$ cat config.mk
export PLATFORM = sky130hd
export DESIGN_NAME = i2c_byte_ctrl
export DESIGN_NICKNAME = d
export VERILOG_FILES = /design/src/rtl/i2c_byte_ctrl.sv
export SDC_FILE = /design/constraint.sdc
export NUM_CORES = 1
export LEC_CHECK = 0
export BUFFER_PORTS_ARGS = -buffer_cell sky130_fd_sc_hd__buf_4
export CAP_MARGIN = 0
export CORE_MARGIN = 8
export CORE_UTILIZATION = 48
export CTS_CLUSTER_DIAMETER = 150
export DETAILED_ROUTE_END_ITERATION = 8
export PLACE_DENSITY = 0.68
export SLEW_MARGIN = 20
export SYNTH_ARGS = -nofsm -noshare
export SYNTH_HDL_FRONTEND = slang
export SYNTH_SLANG_ARGS = --single-unit
export TNS_END_PERCENT = 20
$ cat constraint.sdc
create_clock -name clk -period 9.3 [get_ports clk]
set_clock_uncertainty 0.15 [all_clocks]
set_input_delay 1.86 -clock clk [delete_from_list [all_inputs] [get_ports clk]]
set_output_delay 1.86 -clock clk [all_outputs]
set_load 0.005 [all_outputs]
$ cat src/rtl/i2c_byte_ctrl.sv
// rtl/i2c_byte_ctrl.sv - byte-level I2C master sequencer
// Splits one START/WRITE|READ/STOP command into bit-controller requests.
module i2c_byte_ctrl #(
    parameter int TO_W = 16
) (
    input  logic       clk,
    input  logic       rst,
    input  logic       cmd_valid,
    output logic       cmd_ready,
    input  logic       cmd_start,
    input  logic       cmd_stop,
    input  logic       cmd_write,
    input  logic       cmd_read,
    input  logic       cmd_ack,
    input  logic [7:0] din,
    output logic [7:0] dout,
    output logic       ack_out,
    output logic       done,
    output logic       err,
    output logic       bit_en,
    output logic       bit_rw,
    output logic       bit_w,
    output logic       bit_start,
    output logic       bit_stop,
    input  logic       bit_busy,
    input  logic       bit_r
);

    typedef enum logic [2:0] {
        S_IDLE, S_START, S_WR_BIT, S_WR_ACK, S_RD_BIT, S_RD_ACK, S_STOP, S_DONE
    } state_t;
    typedef enum logic [1:0] {P_ISSUE, P_WAIT_HI, P_WAIT_LO} phase_t;

    // Timeout is flagged one count early so done lands 2^TO_W-1 cycles into the wait.
    localparam logic [TO_W-1:0] TO_LAST = {{(TO_W-1){1'b1}}, 1'b0};
    localparam logic [TO_W-1:0] TO_ONE  = 1;

    state_t          state_q, state_d;
    phase_t          phase_q, phase_d;
    logic [TO_W-1:0] cnt_q, cnt_d;
    logic [2:0]      bitcnt_q, bitcnt_d;
    logic [7:0]      shift_q, shift_d, dout_q, dout_d;
    logic            start_q, start_d, stop_q, stop_d, wr_q, wr_d, rd_q, rd_d, ack_q, ack_d;
    logic            ack_out_q, ack_out_d, done_q, done_d, err_q, err_d, init_q, init_d;
    logic            bit_en_q, bit_en_d, bit_rw_q, bit_rw_d, bit_w_q, bit_w_d;
    logic            bit_start_q, bit_start_d, bit_stop_q, bit_stop_d;
    logic            bit_done, timeout;

    function automatic state_t data_phase(input logic wr, input logic rd, input logic stop);
        if (wr)        data_phase = S_WR_BIT;
        else if (rd)   data_phase = S_RD_BIT;
        else if (stop) data_phase = S_STOP;
        else           data_phase = S_DONE;
    endfunction

    assign cmd_ready = init_q && (state_q == S_IDLE);
    assign dout      = dout_q;
    assign ack_out   = ack_out_q;
    assign done      = done_q;
    assign err       = err_q;
    assign bit_en    = bit_en_q;
    assign bit_rw    = bit_rw_q;
    assign bit_w     = bit_w_q;
    assign bit_start = bit_start_q;
    assign bit_stop  = bit_stop_q;

    always_comb begin
        state_d     = state_q;
        phase_d     = phase_q;
        cnt_d       = cnt_q;
        bitcnt_d    = bitcnt_q;
        shift_d     = shift_q;
        dout_d      = dout_q;
        start_d     = start_q;
        stop_d      = stop_q;
        wr_d        = wr_q;
        rd_d        = rd_q;
        ack_d       = ack_q;
        ack_out_d   = ack_out_q;
        err_d       = 1'b0;
        init_d      = 1'b1;
        bit_en_d    = 1'b0;
        bit_rw_d    = bit_rw_q;
        bit_w_d     = bit_w_q;
        bit_start_d = bit_start_q;
        bit_stop_d  = bit_stop_q;
        bit_done    = 1'b0;
        timeout     = 1'b0;

        case (state_q)
            S_IDLE: begin
                if (cmd_valid && cmd_ready) begin
                    start_d  = cmd_start;
                    stop_d   = cmd_stop;
                    wr_d     = cmd_write;
                    rd_d     = cmd_read & ~cmd_write;
                    ack_d    = cmd_ack;
                    shift_d  = din;
                    bitcnt_d = 3'd7;
                    phase_d  = P_ISSUE;
                    state_d  = cmd_start ? S_START
                                         : data_phase(cmd_write, cmd_read & ~cmd_write, cmd_stop);
                end
            end
            S_DONE: state_d = S_IDLE;
            default: begin
                case (phase_q)
                    P_ISSUE: begin
                        bit_en_d    = 1'b1;
                        bit_start_d = (state_q == S_START);
                        bit_stop_d  = (state_q == S_STOP);
                        bit_rw_d    = (state_q == S_WR_BIT) || (state_q == S_RD_ACK);
                        bit_w_d     = (state_q == S_WR_BIT) ? shift_q[7] :
                                      (state_q == S_RD_ACK) ? ack_q : 1'b0;
                        cnt_d       = '0;
                        phase_d     = P_WAIT_HI;
                    end
                    P_WAIT_HI: begin
                        if (bit_busy)               phase_d = P_WAIT_LO;
                        else if (cnt_q == TO_LAST)  timeout = 1'b1;
                        cnt_d = cnt_q + TO_ONE;
                    end
                    P_WAIT_LO: begin
                        if (!bit_busy)              bit_done = 1'b1;
                        else if (cnt_q == TO_LAST)  timeout = 1'b1;
                        cnt_d = cnt_q + TO_ONE;
                    end
                    default: phase_d = P_ISSUE;
                endcase
            end
        endcase

        if (timeout) begin
            state_d = S_DONE;
            phase_d = P_ISSUE;
            err_d   = 1'b1;
        end else if (bit_done) begin
            phase_d = P_ISSUE;
            case (state_q)
                S_START: state_d = data_phase(wr_q, rd_q, stop_q);
                S_WR_BIT: begin
                    shift_d = {shift_q[6:0], 1'b0};
                    if (bitcnt_q == 3'd0) state_d = S_WR_ACK;
                    else                  bitcnt_d = bitcnt_q - 3'd1;
                end
                S_WR_ACK: begin
                    ack_out_d = bit_r;
                    state_d   = stop_q ? S_STOP : S_DONE;
                end
                S_RD_BIT: begin
                    shift_d = {shift_q[6:0], bit_r};
                    if (bitcnt_q == 3'd0) state_d = S_RD_ACK;
                    else                  bitcnt_d = bitcnt_q - 3'd1;
                end
                S_RD_ACK: state_d = stop_q ? S_STOP : S_DONE;
                S_STOP:   state_d = S_DONE;
                default:  state_d = S_DONE;
            endcase
        end

        // Only a fully completed read command publishes its byte.
        if (state_d == S_DONE && state_q != S_IDLE && !timeout && rd_q)
            dout_d = shift_q;
        if (state_d == S_DONE) begin
            bit_start_d = 1'b0;
            bit_stop_d  = 1'b0;
            bit_rw_d    = 1'b0;
            bit_w_d     = 1'b0;
        end
        done_d = (state_d == S_DONE);
    end

    always_ff @(posedge clk or negedge rst) begin
        if (!rst) begin
            state_q     <= S_IDLE;
            phase_q     <= P_ISSUE;
            cnt_q       <= '0;
            bitcnt_q    <= 3'd0;
            shift_q     <= 8'h00;
            dout_q      <= 8'h00;
            start_q     <= 1'b0;
            stop_q      <= 1'b0;
            wr_q        <= 1'b0;
            rd_q        <= 1'b0;
            ack_q       <= 1'b0;
            ack_out_q   <= 1'b1;
            done_q      <= 1'b0;
            err_q       <= 1'b0;
            init_q      <= 1'b0;
            bit_en_q    <= 1'b0;
            bit_rw_q    <= 1'b0;
            bit_w_q     <= 1'b0;
            bit_start_q <= 1'b0;
            bit_stop_q  <= 1'b0;
        end else begin
            state_q     <= state_d;
            phase_q     <= phase_d;
            cnt_q       <= cnt_d;
            bitcnt_q    <= bitcnt_d;
            shift_q     <= shift_d;
            dout_q      <= dout_d;
            start_q     <= start_d;
            stop_q      <= stop_d;
            wr_q        <= wr_d;
            rd_q        <= rd_d;
            ack_q       <= ack_d;
            ack_out_q   <= ack_out_d;
            done_q      <= done_d;
            err_q       <= err_d;
            init_q      <= init_d;
            bit_en_q    <= bit_en_d;
            bit_rw_q    <= bit_rw_d;
            bit_w_q     <= bit_w_d;
            bit_start_q <= bit_start_d;
            bit_stop_q  <= bit_stop_d;
        end
    end

endmodule

==> impl_results.md, run 1 <==
- Share of post-route cells with drive strength above 1: 0.202
- Vias per cell: 5.52
- Post-route cell area: 3240 µm²
- Final GP Congestion: 0.849
- Synth async-reset ratio: 1.00
- Resized cells post-CTS: 0
- Port Buf Inserts: 34
- HP Class: reg2reg
- Max frequency: 0.240 GHz
- Count of state elements after synthesis: 53
- IO Count: 35
- Critical path's largest stage delay: 0.84 ns
- Initial drt markers: 84
- RSZ-0062 raised after global routing: false
- Synth Cell Area: 2820 µm²
- Final setup viols: 0
- Most numerous cell in the Yosys netlist: dfrtp_1
- Top cell type by total area after synthesis: dfrtp_1
- CP Buf/Inv Count: 1
- Area delta synth->final: 14.9%
- Net Sw Frac: 0.379
- DP HPWL: 4.32 mm
- Post-CTS Setup Bufs: 0
- Remaining Overflow, GRT: 0
- Max Cap Viol: 0
- Crit path max-delay family: simple AND/OR/NAND/NOR gates
- CTS Root Cell: clkbuf_8
- Pins Over Slew Limit: 0
- Cts hold-fix bufs: 0
- Nets: 343
- Synth area leaders: dfrtp_1 (46%), mux2i_1 (5.3%), mux2_2 (4.8%)
- WL/cell: 15.2 µm
- Total CTS buffers: 5
- Clock share of power: 0.195
- Area fraction of the dominant cell type after synthesis: 0.461
- Crit path from: state_q[0]$_DFF_PN0_
- Die height: 92.7 µm
- Crit share post-route: 0.447
- Final hold vios: 0
- Total track usage: 0.146
- Net Count, Synth: 312
- Syn_area_per_cell: 9.90 µm²
- Sequential Power Share: 0.452
- Primary FF master, synth: dfrtp_1
- Clock Sinks: 53
- Syn Inst Count: 285
- Global-route wire length before repair: 10.2 mm
- CP max FO: 24
- Status: finished, final reports clean
- Slew @ Worst Pin: 0.916 ns
- Int Power: 498 µW
- DR pass1 iterations: 4
- Final setup TNS: 0 ns
- Final Critical Period: 4.16 ns
- Post-Place Worst Slack: 4.98 ns
- Htree depth: 2
- CP Class: reg2out
- Worst path slowest cell: nor3_1
- Leak Pwr: 1.45 nW
- Clock latency on the worst-skew pair: 0.31 ns
- Diode count: 0
- Net Sw Power: 303 µW
- Worst-path cell chain: nor3_1 -> and2_1 -> buf_4
- HP Start: bitcnt_q[0]$_DFF_PN0_
- Initial core utilization: 0.485
- Sequential share of the synthesized area: 0.470
- Vias in the first global route: 2104
- Initial antenna violation count: 0
- Setup WS post-layout: 5.14 ns
- CTS tree: done
- Via count: 2163
- Cell Rows: 28
- Startpoint types: flop
- Die X: 92.7 µm
- Worst VDD drop: 0.132 mV
- Synth cell types: 54
- Synth warn: 0
- Post-synth top cells: dfrtp_1 (52), nand2_1 (35), nor2_1 (24)
- Core ar.: 5820 µm²
- Pin count of the biggest net entering global routing: 54
- Max Root-Sink Buffers: 2
- Die area: 8590 µm²
- Placed Area: 3140 µm²
- Setup crit end kind: output port
- Combinational share of power: 0.353
- RR Startpoint: state_q[0]$_DFF_PN0_
- PD cells: 247 nW/µm²
- WP data arrival: 2.15 ns
- Number of enable flip-flop cells after synthesis: 0
- Worst EP required: 7.29 ns
- Routed Antenna Nets: 0
- Post-Route WL: 5.97 mm
- Post-route DRC: 0
- Slew headroom: 0.387
- Clock transition at the registers of the reported paths: 0.09 ns
worst paths after layout:
check	to	slack (ns)	cells past startpoint
setup / recovery	cmd_ready	5.14	3
hold / removal	bitcnt_q[0]$_DFF_PN0_	0.33	1
setup reg to reg	bitcnt_q[1]$_DFF_PN0_	5.88	6
hold reg to reg	bitcnt_q[0]$_DFF_PN0_	0.33	1
max in group asynchronous	phase_q[0]$_DFFE_PN0P_	7.14	1
min in group asynchronous	dout[4]$_DFFE_PN0P_	1.42	1
logic make-up (layout without fill, tap and decap cells):
logic type / count (synthesis) / in the layout / share of synthesized area
adders and majority gates: 9 / 9 / 0.0399
other: 1 / 1 / 0.00133
and+or+nand+nor: 114 / 114 / 0.212
DFF: 53 / 53 / 0.470
muxes: 27 / 27 / 0.101
xor gates and xnor gates: 8 / 8 / 0.0248
buffers and inverters: 21 / 53 / 0.0284
AOI/OAI and AO/OA: 52 / 52 / 0.122
per-layer routing:
metal	share of wire	vias to the layer above	global-route usage
li1	-	1081	-
met2	0.44	41	0.213
met1	0.50	1031	0.202
met4	0.019	0	0.0550
met3	0.042	10	0.0372
met5	0	-	0
flip-flops by register name (all words and copies together), names as in the netlist, 2 cells and up:
signal and flops:
shift_q 8, bitcnt_q 3, cnt_q 16, phase_q 2
state_q 3, dout 8
cell usage in the layout (no fill, tap or decap), types with 2 or more instances in the layout:
cell      Yosys  final
nand2_1      35     35
o21bai_1      3      3
or4_1         2      2
o22ai_1       3      3
nor2_1       24     24
buf_4         0     35
o21ai_0      17     17
nand2b_1      4      4
nand3_1      10     10
a32oi_1       2      2
or3_1         6      6
clkbuf_8      0      5
a211oi_1      2      2
mux2_2       12     12
a21oi_1      10     10
nor3_2        2      2
inv_1        10     10
xor2_1        5      5
nor3b_1       2      2
and3_1        3      3
ha_1          9      9
xnor2_1       3      3
dfrtp_1      52     52
nand4_1       2      2
or4b_1        2      2
mux2i_1      15     15
nor4_1        4      4
a22o_1        3      3
a311oi_1      2      2
nor3_1        7      7
cell type report:
class,count,area [µm²]
fill,551,2570
multi-input combinational,211,1420
clock inverter,2,35.0
inverter,10,37.5
sequential,53,1330
clock buffer,6,72.6
tap,75,93.8
timing repair buffer,35,263
power by group through the flow:
stage / Combinational [mW] / Sequential (mW) / Clock [mW]
finish: 0.283 / 0.362 / 0.156
global route: 0.321 / 0.374 / 0.167
CTS: 0.287 / 0.361 / 0.158
detailed placement: 0.285 / 0.365 / 0
global placement: 0.280 / 0.365 / 0
floorplan: 0.227 / 0.331 / 0
through the flow:
| step | cells | hold WS [ns] | utilization | power [mW] |
|---|---|---|---|---|
| after floorplan | 285 | 0.296 | - | 0.558 |
| after global placement | 384 | 0.310 | 0.539 | 0.644 |
| after detailed placement | 384 | 0.319 | 0.539 | 0.650 |
| after CTS | 392 | 0.330 | 0.558 | 0.807 |
| after global routing | 392 | 0.363 | 0.558 | 0.862 |
| final | 392 | 0.329 | 0.558 | 0.801 |
(Power assumes the default switching activity.)
==> run 2: changes to the inputs <==
==> constraint.sdc (replaced) <==
create_clock -name clk -period 4.3 [get_ports clk]
set_clock_uncertainty 0.15 [all_clocks]
set_input_delay 0.86 -clock clk [delete_from_list [all_inputs] [get_ports clk]]
set_output_delay 0.86 -clock clk [all_outputs]
set_load 0.005 [all_outputs]
==> impl_results.md, run 2 (synthesis gave the netlist of run 1 again) <==
- Htree depth: 2 (unchanged)
- Clock Sinks: 53 (unchanged)
- Initial antenna violation count: 0 (unchanged)
- Worst-path cell chain: inv_1 -> ha_1 -> nand4_1 -> or4_4 -> o21ai_2 -> nor3_2 -> nor4_4 -> mux2_2 (was nor3_1 -> and2_1 -> buf_4)
- Worst EP required: 4.35 ns (was 7.29 ns)
- Setup crit end kind: flop (was output port)
- Die height: 92.7 µm (unchanged)
- Total track usage: 0.141 (was 0.146)
- Max Cap Viol: 0 (unchanged)
- Max reg flops: 16 (unchanged)
- Remaining Overflow, GRT: 0 (unchanged)
- CTS Root Cell: clkbuf_8 (unchanged)
- Pins Over Slew Limit: 0 (unchanged)
- Commonest cells after routing, fill and taps aside: dfrtp_1 (52), buf_4 (36), nand2_1 (35), nor2_1 (24), o21ai_0 (17) (was dfrtp_1 (52), nand2_1 (35), buf_4 (35), nor2_1 (24), o21ai_0 (17))
- Slew @ Worst Pin: 0.805 ns (was 0.916 ns)
- Worst path slowest cell: nor4_4 (was nor3_1)
- Global-route wire length before repair: 9.96 mm (was 10.2 mm)
- IO Count: 35 (unchanged)
- Critical path's largest stage delay: 0.58 ns (was 0.84 ns)
- Final setup viols: 0 (unchanged)
- Via count: 2189 (was 2163)
- DP HPWL: 4.34 mm (was 4.32 mm)
- Total CTS buffers: 5 (unchanged)
- Resized cells post-CTS: 0 (unchanged)
- Routed Antenna Nets: 0 (unchanged)
- Post-route core utilization: 0.556 (was 0.558)
- RR Startpoint: phase_q[0]$_DFFE_PN0P_ (was state_q[0]$_DFF_PN0_)
- Die X: 92.7 µm (unchanged)
- Commonest non-fill, non-tap cell in the layout: dfrtp_1 (unchanged)
- Final GP Congestion: 0.850 (was 0.849)
- CP max FO: 8 (was 24)
- CTS tree: done (unchanged)
- Diode count: 0 (unchanged)
- Share of post-route cells with drive strength above 1: 0.204 (was 0.202)
- WL/cell: 15.3 µm (was 15.2 µm)
- Post-Route WL: 6.01 mm (was 5.97 mm)
- Max frequency: 0.304 GHz
- Total power: 1.69 mW (was 801 µW)
- Status: finished, final reports clean (unchanged)
- Final Critical Period: 3.29 ns
- Core ar.: 5820 µm² (unchanged)
- Nets: 344 (was 343)
- Worst VDD drop: 0.256 mV (was 0.132 mV)
- Initial drt markers: 203 (was 84)
- HP Start: bitcnt_q[0]$_DFF_PN0_ (unchanged)
- Clock latency on the worst-skew pair: 0.31 ns (about the same)
- PD cells: 523 nW/µm² (was 247 nW/µm²)
- Post-CTS Setup Bufs: 0 (unchanged)
- CP Buf/Inv Count: 1 (unchanged)
- Reg with most FFs: cnt_q (unchanged)
- Clock transition at the registers of the reported paths: 0.10 ns (was 0.09 ns)
- Pin count of the biggest net entering global routing: 54 (unchanged)
- Vias per cell: 5.57 (was 5.52)
- Startpoint types: flop (unchanged)
- Post-route DRC: 0 (unchanged)
- Max Root-Sink Buffers: 2 (unchanged)
- Initial core utilization: 0.485 (unchanged)
- Crit path from: phase_q[0]$_DFFE_PN0P_ (was state_q[0]$_DFF_PN0_)
- WP data arrival: 3.33 ns (was 2.15 ns)
- Crit share post-route: 0.764
- DR pass1 iterations: 4 (unchanged)
- Port Buf Inserts: 34 (unchanged)
- Die area: 8590 µm² (unchanged)
- Slew headroom: 0.459 (was 0.387)
- Area delta synth->final: 14.5% (was 14.9%)
- Post-Place Worst Slack: 0.987 ns (was 4.98 ns)
- Leak Pwr: 1.44 nW (was 1.45 nW)
- RSZ-0062 raised after global routing: false (unchanged)
- Hold_ws: 0.330 ns (was 0.329 ns)
- Cts hold-fix bufs: 0 (unchanged)
- Crit path max-delay family: simple AND/OR/NAND/NOR gates (unchanged)
- Final setup TNS: 0 ns (unchanged)
- Vias in the first global route: 2152 (was 2104)
- Cell Rows: 28 (unchanged)
- HP Class: reg2reg (unchanged)
- Final hold vios: 0 (unchanged)
- CP Class: reg2reg (was reg2out)
- Setup WS post-layout: 1.01 ns (was 5.14 ns)
==> run 2: cell count changes in the layout (fill, tap and decap cells not counted) <==
cell	change
buf_4	+1
bufinv_16	-1
inv_6	+1
==> run 2: area by class of cell <==
class	count	area [µm²]
fillers	539	2580
multi-input cells	211	1420
flip-flops and latches	53	1330
repair buffers	36	270
well taps	75	93.8
clock buffers	6	72.6
inverters	10	37.5
clock inverters	2	13.8
==> run 2: power breakdown <==
part | switching (mW) | total (mW) | internal, mW | leakage [nW]
registers | 0.154 | 0.785 | 0.631 | 0.696
clock network | 0.166 | 0.282 | 0.116 | 0.0456
logic | 0.346 | 0.621 | 0.276 | 0.700
total | 0.666 | 1.69 | 1.02 | 1.44
==> run 2: final timing paths <==
| check | depth (start not counted) | to | slack [ns] |
|---|---|---|---|
| setup reg to reg | 8 | dout[4]$_DFFE_PN0P_ | 1.01 |
| hold reg to reg | 1 | bitcnt_q[0]$_DFF_PN0_ | 0.33 |
| max in group asynchronous | 1 | phase_q[1]$_DFFE_PN0P_ | 3.13 |
| min in group asynchronous | 1 | cnt_q[7]$_DFFE_PN0P_ | 0.43 |
| setup / recovery | 8 | dout[4]$_DFFE_PN0P_ | 1.01 |
| hold / removal | 1 | bitcnt_q[0]$_DFF_PN0_ | 0.33 |
==> run 2: through the flow <==
| step | cells | area, µm² |
|---|---|---|
| global route | 393 | 3230 |
| detailed placement | 385 | 3140 |
| floorplan | 285 | 2820 |
| global placement | 385 | 3140 |
| CTS | 393 | 3230 |
| finish | 393 | 3230 |
==> run 2: worst reg2reg max path: stages, from the launching register on <==
cell and delay, ns:
dfrtp_1 0.41, inv_1 0.11, ha_1 0.42, nand4_1 0.10, or4_4 0.55, o21ai_2 0.32, nor3_2 0.13, nor4_4 0.58
mux2_2 0.40
==> run 2: per-layer routing <==
| layer | vias to the layer above | GRT usage | part of all wire |
|---|---|---|---|
| li1 | 1078 | - | - |
| met4 | 0 | 0.0389 | 0.0053 |
| met2 | 56 | 0.215 | 0.47 |
| met3 | 2 | 0.0421 | 0.051 |
| met5 | - | 0 | 0 |
| met1 | 1053 | 0.190 | 0.48 |
==> run 3: changes to the inputs <==
==> constraint.sdc (replaced) <==
create_clock -name clk -period 3.27 [get_ports clk]
set_clock_uncertainty 0.15 [all_clocks]
set_input_delay 0.654 -clock clk [delete_from_list [all_inputs] [get_ports clk]]
set_output_delay 0.654 -clock clk [all_outputs]
set_load 0.005 [all_outputs]
==> impl_results.md, run 3 (synthesis gave the netlist of run 1 again) <==
- Status: finished, final reports clean (unchanged)
- Cts hold-fix bufs: 0 (unchanged)
- Reg with most FFs: cnt_q (unchanged)
- Final setup viols: 0 (unchanged)
- Global-route wire length before repair: 10.7 mm (was 9.96 mm)
- Placed Cells: 391 (was 385)
- Leak Pwr: 1.49 nW (was 1.44 nW)
- PD cells: 708 nW/µm² (was 523 nW/µm²)
- Max reg flops: 16 (unchanged)
- Worst VDD drop: 0.344 mV (was 0.256 mV)
- Die area: 8590 µm² (unchanged)
- Final Instance Count excl. Fillers: 399 (was 393)
- Crit path max-delay family: simple AND/OR/NAND/NOR gates (unchanged)
- Post-route DRC: 0 (unchanged)
- Placed Area: 3190 µm² (was 3140 µm²)
- Die X: 92.7 µm (unchanged)
- Setup crit end kind: flop (unchanged)
- DP HPWL: 4.53 mm (was 4.34 mm)
- Critical path's largest stage delay: 0.55 ns (was 0.58 ns)
- Post-route cell area: 3310 µm² (was 3230 µm²)
- CP max FO: 8 (unchanged)
- Crit share post-route: 0.954 (was 0.764)
- Htree depth: 2 (unchanged)
- Area delta synth->final: 17.1% (was 14.5%)
- Worst-path cell chain: inv_1 -> ha_1 -> nand4_1 -> or4_4 -> o21ai_2 -> nor3_2 -> nor4_4 -> buf_4 -> mux2_2 (was inv_1 -> ha_1 -> nand4_1 -> or4_4 -> o21ai_2 -> nor3_2 -> nor4_4 -> mux2_2)
- CTS tree: done (unchanged)
- Final setup TNS: 0 ns (unchanged)
- Worst path slowest cell: or4_4 (was nor4_4)
- Via count: 2201 (was 2189)
- Worst EP required: 3.31 ns (was 4.35 ns)
- Initial core utilization: 0.485 (unchanged)
- Vias in the first global route: 2199 (was 2152)
- Max Root-Sink Buffers: 2 (unchanged)
- Final hold vios: 0 (unchanged)
- Setup WS post-layout: 0.150 ns (was 1.01 ns)
- Commonest cells after routing, fill and taps aside: dfrtp_1 (52), buf_4 (42), nand2_1 (35), nor2_1 (24), o21ai_0 (17) (was dfrtp_1 (52), buf_4 (36), nand2_1 (35), nor2_1 (24), o21ai_0 (17))
- CTS Root Cell: clkbuf_8 (unchanged)
- CP Class: reg2reg (unchanged)
- Cell Rows: 28 (unchanged)
- Startpoint types: flop (unchanged)
- Layout fillers: 524 (was 539)
- WL/cell: 15.5 µm (was 15.3 µm)
- Initial drt markers: 133 (was 203)
- Final Critical Period: 3.12 ns (was 3.29 ns)
- Slew headroom: 0.397 (was 0.459)
- Die height: 92.7 µm (unchanged)
- WP data arrival: 3.16 ns (was 3.33 ns)
- Final GP Congestion: 0.807 (was 0.850)
- Clock latency on the worst-skew pair: 0.31 ns (about the same)
- HP Class: in2async (was reg2reg)
- Max Cap Viol: 0 (unchanged)
- Seq. cell area: 1330 µm² (unchanged)
- Nets: 350 (was 344)
- Multi-input gate area: 1420 µm² (unchanged)
- Port Buf Inserts: 34 (unchanged)
- Max frequency: 0.320 GHz (was 0.304 GHz)
- IO Count: 35 (unchanged)
- Clock Sinks: 53 (unchanged)
- Remaining Overflow, GRT: 0 (unchanged)
- Slew @ Worst Pin: 0.900 ns (was 0.805 ns)
- Total CTS buffers: 5 (unchanged)
- Diode count: 0 (unchanged)
- Core ar.: 5820 µm² (unchanged)
- Share of post-route cells with drive strength above 1: 0.219 (was 0.204)
- DR pass1 iterations: 4 (unchanged)
- Vias per cell: 5.52 (was 5.57)
- Clock transition at the registers of the reported paths: 0.10 ns (about the same)
- CP Buf/Inv Count: 2 (was 1)
- Routed Antenna Nets: 0 (unchanged)
- Post-route core utilization: 0.568 (was 0.556)
- Pins Over Slew Limit: 0 (unchanged)
- Total track usage: 0.152 (was 0.141)
- Pin count of the biggest net entering global routing: 54 (unchanged)
- RSZ-0062 raised after global routing: true (was false)
- Commonest non-fill, non-tap cell in the layout: dfrtp_1 (unchanged)
- Initial antenna violation count: 0 (unchanged)
- Post-Route WL: 6.19 mm (was 6.01 mm)
- Post-Place Worst Slack: 0.164 ns (was 0.987 ns)
run 3: cell count changes in the layout (fill, tap and decap cells not counted):
cell,delta
bufinv_16,+1
buf_4,+6
clkbuf_8,+1
inv_6,-1
clkinv_2,-1
run 3: cell type report:
class | count | share of cell area
Tap cell | 75 | 0.0284
Multi-Input combinational cell | 211 | 0.428
Clock inverter | 1 | 0.00908
Timing Repair Buffer | 42 | 0.0954
Clock buffer | 7 | 0.0261
Sequential cell | 53 | 0.402
Inverter | 10 | 0.0114
run 3: metal layers:
layer,part of all wire,global-route usage,vias to the layer above
met3,0.039,0.0413,6
met5,0,0,-
met4,0.012,0.0443,0
met1,0.49,0.206,1068
li1,-,-,1090
met2,0.46,0.231,37
run 3: repair_timing:
item,CTS,global route
setup endpoints to repair,0,6
resized for setup,0,0
setup buffers,0,0
run 3: worst paths after layout:
check | startpoint | to | slack, ns | depth (start not counted)
worst max-delay path | phase_q[1]$_DFFE_PN0P_ | dout[5]$_DFFE_PN0P_ | 0.15 | 9
worst min-delay path | rst | cnt_q[13]$_DFFE_PN0P_ | 0.22 | 1
max in group asynchronous | rst | bit_w$_DFFE_PN0P_ | 2.31 | 1
min in group clk | bitcnt_q[0]$_DFF_PN0_ | bitcnt_q[0]$_DFF_PN0_ | 0.34 | 1
worst min register to register | bitcnt_q[0]$_DFF_PN0_ | bitcnt_q[0]$_DFF_PN0_ | 0.34 | 1
worst max register to register | phase_q[1]$_DFFE_PN0P_ | dout[5]$_DFFE_PN0P_ | 0.15 | 9
run 3: worst register-to-register path: stages (launching register included):
cell     delay, ns
dfrtp_1       0.40
inv_1         0.10
ha_1          0.41
nand4_1       0.11
or4_4         0.55
o21ai_2       0.34
nor3_2        0.13
nor4_4        0.27
buf_4         0.20
mux2_2        0.34
run 3: report_power, final:
group          switching [mW]  total, mW  internal (mW)
clock network           0.211      0.461          0.250
logic                   0.519      0.904          0.384
registers               0.145      0.976          0.831
run 3: metrics by stage:
step / hold WS (ns) / total power [mW]
6_report: 0.219 / 2.34
5_1_grt: 0.275 / 2.53
4_1_cts: 0.246 / 2.36
3_5_place_dp: 0.328 / 1.89
3_3_place_gp: 0.311 / 1.87
2_1_floorplan: 0.208 / 1.59
